**config.mk**
```make
export PLATFORM = sky130hd
export DESIGN_NAME = alu_seq
export DESIGN_NICKNAME = d
export VERILOG_FILES = /design/src/rtl/alu_seq.sv
export SDC_FILE = /design/constraint.sdc
export NUM_CORES = 1
export LEC_CHECK = 0
export CELL_PAD_IN_SITES_DETAIL_PLACEMENT = 0
export CELL_PAD_IN_SITES_GLOBAL_PLACEMENT = 2
export CORE_MARGIN = 5
export CORE_UTILIZATION = 31
export CTS_BUF_LIST = sky130_fd_sc_hd__clkbuf_8
export DETAILED_ROUTE_END_ITERATION = 10
export MAX_ROUTING_LAYER = met4
export PLACE_DENSITY = 0.86
export SLEW_MARGIN = 20
export SYNTH_ARGS = -nofsm -noshare
export SYNTH_HDL_FRONTEND = slang
export SYNTH_SLANG_ARGS = --single-unit
```
**constraint.sdc**
```tcl
create_clock -name clk -period 9.2 [get_ports clk]
set_input_delay 2.76 -clock clk [delete_from_list [all_inputs] [get_ports clk]]
set_output_delay 2.76 -clock clk [all_outputs]
set_load 0.01 [all_outputs]
```
**src/rtl/alu_seq.sv**
```systemverilog
// Registered ARM data-processing ALU with NZCV flag register and valid/ready handshake.
// Optional iterative MUL/MLA path is built only when the ALU_MUL_EN macro is defined.
module alu_seq #(
  parameter int WIDTH    = 32,
  parameter int MUL_STEP = 4
) (
  input  logic             clk,
  input  logic             reset,
  input  logic             in_valid,
  output logic             in_ready,
  input  logic [3:0]       opcode,
  input  logic             set_flags,
  input  logic             mul_en,
  input  logic             acc_en,
  input  logic [WIDTH-1:0] a,
  input  logic [WIDTH-1:0] b,
  input  logic [WIDTH-1:0] acc,
  input  logic             shift_carry,
  output logic [WIDTH-1:0] result,
  output logic             out_valid,
  output logic             write_rd,
  output logic [3:0]       flags
);

  localparam int MSB = WIDTH - 1;

  logic [WIDTH-1:0] result_q;
  logic [3:0]       flags_q;
  logic             out_valid_q;
  logic             write_rd_q;

  logic             accept;
  logic             mulReq;
  logic [WIDTH-1:0] x, y, logicRes, aluRes;
  logic [WIDTH:0]   sum;
  logic             cin, isArith, isCompare, updFlags;
  logic             aluN, aluZ, aluC, aluV;

  assign accept = in_valid && in_ready;

  // Operand selection: arithmetic ops feed a single WIDTH+1 adder, the rest are bitwise.
  always_comb begin
    x        = '0;
    y        = '0;
    cin      = 1'b0;
    isArith  = 1'b1;
    logicRes = '0;
    case (opcode)
      4'h2, 4'hA: begin x = a; y = ~b; cin = 1'b1;       end
      4'h3:       begin x = b; y = ~a; cin = 1'b1;       end
      4'h4, 4'hB: begin x = a; y = b;  cin = 1'b0;       end
      4'h5:       begin x = a; y = b;  cin = flags_q[2]; end
      4'h6:       begin x = a; y = ~b; cin = flags_q[2]; end
      4'h7:       begin x = b; y = ~a; cin = flags_q[2]; end
      4'h0, 4'h8: begin isArith = 1'b0; logicRes = a & b;  end
      4'h1, 4'h9: begin isArith = 1'b0; logicRes = a ^ b;  end
      4'hC:       begin isArith = 1'b0; logicRes = a | b;  end
      4'hD:       begin isArith = 1'b0; logicRes = b;      end
      4'hE:       begin isArith = 1'b0; logicRes = a & ~b; end
      default:    begin isArith = 1'b0; logicRes = ~b;     end
    endcase
    sum       = {1'b0, x} + {1'b0, y} + {{WIDTH{1'b0}}, cin};
    aluRes    = isArith ? sum[MSB:0] : logicRes;
    aluN      = aluRes[MSB];
    aluZ      = (aluRes == '0);
    aluC      = isArith ? sum[WIDTH] : shift_carry;
    aluV      = isArith ? ((x[MSB] == y[MSB]) && (sum[MSB] != x[MSB])) : flags_q[3];
    isCompare = (opcode[3:2] == 2'b10);
    updFlags  = set_flags || isCompare;
  end

`ifdef ALU_MUL_EN
  typedef enum logic {IDLE, MUL} state_t;

  localparam int STEPS = WIDTH / MUL_STEP;
  localparam int CW    = (STEPS > 1) ? $clog2(STEPS) : 1;

  state_t           state_q, state_d;
  logic [CW-1:0]    count_q;
  logic [WIDTH-1:0] mcand_q, mplier_q, prod_q;
  logic [WIDTH-1:0] partial, prodNext;
  logic             mulSetFlags_q;
  logic             mulLast;

  assign mulReq  = mul_en;
  assign mulLast = (count_q == CW'(STEPS - 1));

  always_ff @(posedge clk or posedge reset) begin
    if (reset) state_q <= IDLE;
    else       state_q <= state_d;
  end

  always_comb begin
    state_d = state_q;
    case (state_q)
      IDLE:    if (accept && mul_en) state_d = MUL;
      default: if (mulLast)          state_d = IDLE;
    endcase
  end

  always_comb begin
    in_ready = (state_q == IDLE);
  end

  // One MUL_STEP-bit digit of the multiplier per cycle; the multiplicand is pre-shifted.
  always_comb begin
    partial = '0;
    for (int j = 0; j < MUL_STEP; j++) begin
      if (mplier_q[j]) partial = partial + (mcand_q << j);
    end
    prodNext = prod_q + partial;
  end
`else
  logic unused_mul;

  assign mulReq     = 1'b0;
  assign in_ready   = 1'b1;
  assign unused_mul = ^{mul_en, acc_en, acc};
`endif

  always_ff @(posedge clk or posedge reset) begin
    if (reset) begin
      result_q      <= '0;
      flags_q       <= '0;
      out_valid_q   <= 1'b0;
      write_rd_q    <= 1'b0;
`ifdef ALU_MUL_EN
      count_q       <= '0;
      mcand_q       <= '0;
      mplier_q      <= '0;
      prod_q        <= '0;
      mulSetFlags_q <= 1'b0;
`endif
    end else begin
      out_valid_q <= 1'b0;
      if (accept && !mulReq) begin
        result_q    <= aluRes;
        write_rd_q  <= !isCompare;
        out_valid_q <= 1'b1;
        if (updFlags) flags_q <= {aluV, aluC, aluZ, aluN};
      end
`ifdef ALU_MUL_EN
      if (accept && mulReq) begin
        mcand_q       <= a;
        mplier_q      <= b;
        prod_q        <= acc_en ? acc : '0;
        mulSetFlags_q <= set_flags;
        count_q       <= '0;
      end
      if (state_q == MUL) begin
        prod_q   <= prodNext;
        mcand_q  <= mcand_q << MUL_STEP;
        mplier_q <= mplier_q >> MUL_STEP;
        count_q  <= count_q + 1'b1;
        if (mulLast) begin
          result_q    <= prodNext;
          out_valid_q <= 1'b1;
          write_rd_q  <= 1'b1;
          if (mulSetFlags_q) flags_q[1:0] <= {(prodNext == '0), prodNext[MSB]};
        end
      end
`endif
    end
  end

  assign result    = result_q;
  assign flags     = flags_q;
  assign out_valid = out_valid_q;
  assign write_rd  = write_rd_q;

endmodule
```
# Word level (Yosys, flattened, before mapping)
# Index checks and enable logic that the tools add are counted.
dict set report word_totals {
  reg_bits 38
  latch_bits 0
  ram_bits 0
  romBits 0
  out_inout_bits 39
  elab_cells 54
  memories 0
}
dict set report op_classes {
  n_addsub 2
  multipliers 0
  n_div 0
  n_lt_le_gt_ge 0
  eq_ne 17
  n_shift 0
  muxes 8
  bitwise 6
  n_reduce_logical 16
}
# cell count
set op_table {}
lappend op_table {{32-bit one-hot mux with 6 select lines} 1}
lappend op_table {{32-bit one-hot mux with 3 select lines} 1}
lappend op_table {{32-bit bitwise AND} 2}
lappend op_table {{32-bit NOT} 2}
lappend op_table {{32-bit one-hot mux with 2 select lines} 1}
lappend op_table {{32-bit by 32-bit adder with 33-bit output} 1}
lappend op_table {{33-bit by 1-bit adder with 33-bit output} 1}
lappend op_table {{32-bit zero test} 1}
lappend op_table {{32-bit 2-to-1 mux} 1}
lappend op_table {{32-bit bitwise OR} 1}
lappend op_table {{32-bit bitwise XOR} 1}
lappend op_table {{4-bit equality test (second input constant)} 7}
lappend op_table {{4-bit by 3-bit equality test with 1-bit output (second input constant)} 4}
lappend op_table {{3-bit OR reduction} 4}
lappend op_table {{4-bit by 2-bit equality test with 1-bit output (second input constant)} 2}
lappend op_table {{8-bit OR reduction} 1}
lappend op_table {{2-bit OR reduction} 3}
lappend op_table {{6-bit OR reduction} 1}
lappend op_table {{4-bit by 1-bit equality test with 1-bit output (second input constant)} 1}
lappend op_table {{4-bit zero test} 1}
lappend op_table {{1-bit 2-to-1 mux} 3}
lappend op_table {{3-bit AND reduction} 1}
lappend op_table {{2-bit equality test (second input constant)} 1}
lappend op_table {{1-bit one-hot mux with 2 select lines} 1}
lappend op_table {{6 further kinds} 6}

# Logic depth before layout (Yosys ltp)
dict set report depth {
  word_depth 7
  mapped_depth 22
  mapped_depth_nobuf 17
}

# Worst setup path before layout
# Ideal clock, no wire load.
dict set report synth_timing {
  path_kind {input to register}
  start {input port opcode[1]}
  end {register flags_q[1] (netlist: flags[1])}
  setup_ns 0.104
  arrival_ns 7.156
  required_ns 9.096
  setup_slack_ns 1.940
  stages 19
  n_path_buf 5
  path_cell_list {buf_2 buf_2 buf_2 buf_2 o22ai_1 nand2b_1 clkbuf_1 a22oi_1 fa_1 fa_1 nand2b_1 a21o_1 a211oi_2 nor4b_1 o41ai_1 a41o_1 mux2i_1 o211ai_1 o41ai_2}
}
dict set report synth_via {
  elab_chain_len 7
  word_cells_on_any_way 33
  classes_between {add/sub (2); eq/ne (14); mux (6); reduce/logical (11)}
}
# element line_no
set synth_lines {}
lappend synth_lines {{start: declaration} 11} ;# input logic [3:0] opcode,
lappend synth_lines {{4-bit by 3-bit equality test with 1-bit output (tied with other cells)} 48} ;# case (opcode)
lappend synth_lines {{6-bit OR reduction (no line) (tied with other cells)} n/a}
lappend synth_lines {{32-bit one-hot mux with 2 select lines or 32-bit one-hot mux with 3 select lines (tied branches)} 48}
lappend synth_lines {{32-bit by 32-bit adder with 33-bit output} 62} ;# sum = {1'b0, x} + {1'b0, y} + {{WIDTH{1'b0}}, cin};
lappend synth_lines {{33-bit by 1-bit adder with 33-bit output} 62}
lappend synth_lines {{32-bit 2-to-1 mux *} 63} ;# aluRes = isArith ? sum[MSB:0] : logicRes;
lappend synth_lines {{32-bit zero test *} 65} ;# aluZ = (aluRes == '0);
lappend synth_lines {{end signal: assignment} 140} ;# if (updFlags) flags_q <= {aluV, aluC, aluZ, aluN};
lappend synth_lines {{end: declaration} 28} ;# logic [3:0] flags_q;
# Mark *: on every way between the ends. The rest lies on a longest branch, timed or not.
# A chain may end at the register's enable or synchronous reset.

# Worst setup path after layout
dict set report layout_timing {
  start {input port opcode[2]}
  end {register flags_q[1] (netlist: flags[1])}
}
dict set report layout_via {
  elab_chain_len 7
  word_cells_on_any_way 36
  classes_between {add/sub (2); eq/ne (15); mux (6); reduce/logical (13)}
}
# element line_no
set layout_lines {}
lappend layout_lines {{4-bit by 3-bit equality test with 1-bit output (tied with other cells)} 48}
lappend layout_lines {{6-bit OR reduction (no line) (tied with other cells)} n/a}
lappend layout_lines {{32-bit one-hot mux with 2 select lines or 32-bit one-hot mux with 3 select lines (tied branches)} 48}
lappend layout_lines {{32-bit by 32-bit adder with 33-bit output} 62}
lappend layout_lines {{33-bit by 1-bit adder with 33-bit output} 62}
lappend layout_lines {{32-bit 2-to-1 mux} 63}
lappend layout_lines {{32-bit zero test} 65}
# Several ways; a longest one is shown, not always the timed one.

==> summary.md <==
| Metric | Value |
|---|---|
| Combinational share of power | 0.558 |
| Placed Area | 7930 sq um |
| First-pass GRT wire length | 40600 microns |
| Commonest non-fill, non-tap cells in the layout | 126 x nand2_1, 107 x clkdlybuf4s50_1, 105 x a21oi_1 |
| Vias in the first global route | 7105 |
| Setup_tns | 0 ps |
| VDD IR max | 60.3 uV |
| Port Buffer Count | 110 |
| Hold depth | 2 |
| CP arrival | 8200 ps |
| Tightest Pin Transition | 872 ps |
| Status | completed |
| Startpoint Class | primary input |
| Setup WS pre-CTS | 1030 ps |
| Fin area | 8070 sq um |
| Largest net degree at the start of global routing | 62 |
| Post-synth net total | 1131 |
| CTS tree | yes |
| Total Die Area | 24200 sq um |
| Top-level port count | 146 |
| Via count | 7475 |
| Post-CTS Setup Repair Bufs | 0 |
| Sw Ratio | 0.421 |
| Max-Slew Margin vs Limit | 0.404 |
| Synth unique cells | 82 |
| Critical path buffer and inverter count | 3 |
| Post-synthesis sequential area ratio | 0.145 |
| Cells after DPL | 1306 |
| Pint | 508 uW |
| Sw power | 369 uW |
| Leak pwr | 3.40 nW |
| Crit-path cells | clkdlybuf4s50_1 > nand2b_1 > o22ai_2 > nand2b_1 > buf_4 > a22oi_1 > fa_1 > xor2_1 > a21oi_1 > a2111oi_0 > buf_4 > nand2_1 > nor4_1 > and4_1 > nand4_1 > nor4_1 > nand4_1 > o41ai_2 |
| Area delta synth->final | 22.9% |
| Die Ht | 156 microns |
| Mapped Avg Cell Area | 6.84 sq um |
| Final WL | 26000 microns |
| Layout cell share with drive strength beyond 1 | 0.0568 |
| Number of fill cells | 2264 |
| R2R depth | 16 |
| Synthesized cell area | 6560 sq um |
| Slack of the critical path | 1200 ps |
| Most common cell after layout, fill and taps aside | nand2_1 |
| Synth Register Bits | 38 |
| Slew Limit Fails | 0 |
| Crit Path Category | primary input to flip-flop |
| # H-tree levels | 2 |
| Period utilization | 0.869 |
| Largest fanout on the critical path | 31 |
| Routed wire per std cell | 19.7 microns |
| Post-synth EDFFs | 0 |
| Gpl congestion | 0.900 |
| Post-Syn Instances | 959 |
| First DRT Iteration DRCs | 614 |
| CTS root buf | clkbuf_8 |
| Worst Path Required | 9410 ps |
| Worst skew pair latency | 300 ps |
| Grt total ovfl | 0 |
| Clock Power Share | 0.203 |
| Post-DP HPWL | 19300 microns |
| Asr flop ratio synth | 1.00 |
| Initial cell density of the core | 0.313 |
| Max Clock Freq | 0.125 GHz |
| Final core occ | 0.385 |
| Total power draw | 878 uW |
| Core ar. | 21000 sq um |
| PwrDens | 109 nW/um^2 |
| Clk_skew | 9.31 ps |
| Max Cap Viol | 0 |
| Gr usage total | 0.215 |
| Max Root-Sink Buffers | 2 |
| Initial antenna violation count | 1 |
| Fin cells | 1315 |
| Final setup vio count | 0 |
| Resized cells post-CTS | 0 |
| Fin. Hold Viols | 0 |
| Drt first pass iters | 5 |
| Worst Hold Class | flip-flop to flip-flop |
| WP depth | 18 |
| DIE WIDTH | 156 microns |
| Hold WS | 485 ps |
| Crit. End Element | flip-flop |
| CTS Buf Count | 5 |
| Seq pwr share | 0.240 |
| Fin crit period | 8000 ps |
| Cts-stage hold buffer count | 0 |
| Vias/cell | 5.68 |
| Row count | 53 |
| Top delay family on crit path | simple AND/OR/NAND/NOR gates |
| Synth warn | 0 |
| CTS sink count | 38 |
| Unrepaired setup endpoints after global routing | false |
| Clock slew seen by the registers of the worst setup and hold paths | 90 ps |
| Final nets | 1210 |
| Post-route ant nets | 0 |
| Main flop type after synthesis | dfrtp_1 |
| DR DRC count | 0 |
| Slowest CP cell | clkdlybuf4s50_1 |
| CP peak stage delay | 780 ps |
==> routing by layer <==
layer,vias to the layer above,part of all wire,global-route usage
met2,266,0.45,0.334
met1,3511,0.47,0.308
met3,24,0.060,0.0175
met5,-,0,-
met4,0,0.014,0.0388
li1,3674,-,-
==> cell type report <==
class	instances	area [sq um]	area share
diodes	1	2.50	0.000310
clock buffers	5	68.8	0.00853
flip-flops and latches	38	951	0.118
clock inverters	3	68.8	0.00853
repair buffers	134	1270	0.157
multi-input cells	779	5070	0.628
inverters	80	300	0.0372
well taps	275	344	0.0426
==> worst reg2reg max path, stage by stage, from the launching register on <==
cell	delay, ps
dfrtp_1	420
inv_1	50
o21ai_0	170
a32oi_1	100
fa_1	420
fa_1	410
xor2_1	150
a21oi_1	60
a2111oi_0	700
buf_4	240
nand2_1	50
nor4_1	350
and4_1	300
nand4_1	140
nor4_1	410
nand4_1	240
o41ai_2	230
==> final timing paths <==
kind	startpoint	endpoint	slack, ps
max	opcode[2]	flags[1]	1200
min	flags[0]	flags[0]	480
max reg2reg	flags[2]	flags[1]	4670
min reg2reg	flags[0]	flags[0]	480
max in group asynchronous	reset	result[7]	5960
min in group asynchronous	reset	flags[1]	2890
==> logic make-up (layout without fill, tap and decap cells) <==
kind of cell / Yosys count / count (layout) / synth area share
xor+xnor: 41 / 41 / 0.0547
buf+inv: 142 / 222 / 0.0858
simple gates: 306 / 306 / 0.209
mux: 10 / 10 / 0.0158
other cells: 1 / 2 / 0.000571
fa+ha+maj: 65 / 65 / 0.126
flops: 38 / 38 / 0.145
compound gates: 356 / 356 / 0.363
==> Yosys cell counts (all sizes together), types with 5 or more instances <==
| cell type | number | area, sq um |
|---|---|---|
| a211o | 6 | 52.6 |
| o211ai | 11 | 96.3 |
| o22ai | 17 | 106 |
| nand3 | 14 | 70.1 |
| xor2 | 25 | 219 |
| a31oi | 7 | 43.8 |
| nand4 | 8 | 50.1 |
| a2111oi | 7 | 61.3 |
| nand2 | 127 | 479 |
| ha | 63 | 788 |
| and2 | 7 | 43.8 |
| a32oi | 8 | 70.1 |
| a221oi | 5 | 56.3 |
| o21a | 5 | 37.5 |
| a21oi | 107 | 551 |
| o21ai | 77 | 389 |
| a22oi | 10 | 75.1 |
| inv | 79 | 297 |
| nor2 | 91 | 342 |
| o31ai | 7 | 71.3 |
| xnor2 | 16 | 140 |
| nand2b | 9 | 56.3 |
| a211oi | 16 | 130 |
| clkbuf | 46 | 173 |
| nor4 | 6 | 37.5 |
| buf | 16 | 90.1 |
| dfrtp | 38 | 951 |
| a21o | 11 | 82.6 |
| nor3 | 15 | 75.1 |
| mux2i | 7 | 70.1 |
| o221ai | 36 | 315 |
==> registers in the layout, summed over array words and instances (netlist names) <==
name / count
flags: 4
out_valid: 1
result: 32
write_rd: 1
==> power groups by stage <==
| stage | clock network [mW] | logic (mW) | registers, mW |
|---|---|---|---|
| 2_1_floorplan | 0 | 0.272 | 0.224 |
| 3_3_place_gp | 0 | 0.482 | 0.214 |
| 3_5_place_dp | 0 | 0.485 | 0.214 |
| 4_1_cts | 0.184 | 0.488 | 0.211 |
| 5_1_grt | 0.189 | 0.536 | 0.215 |
| 6_report | 0.178 | 0.489 | 0.210 |
(Power assumes the default switching activity.)
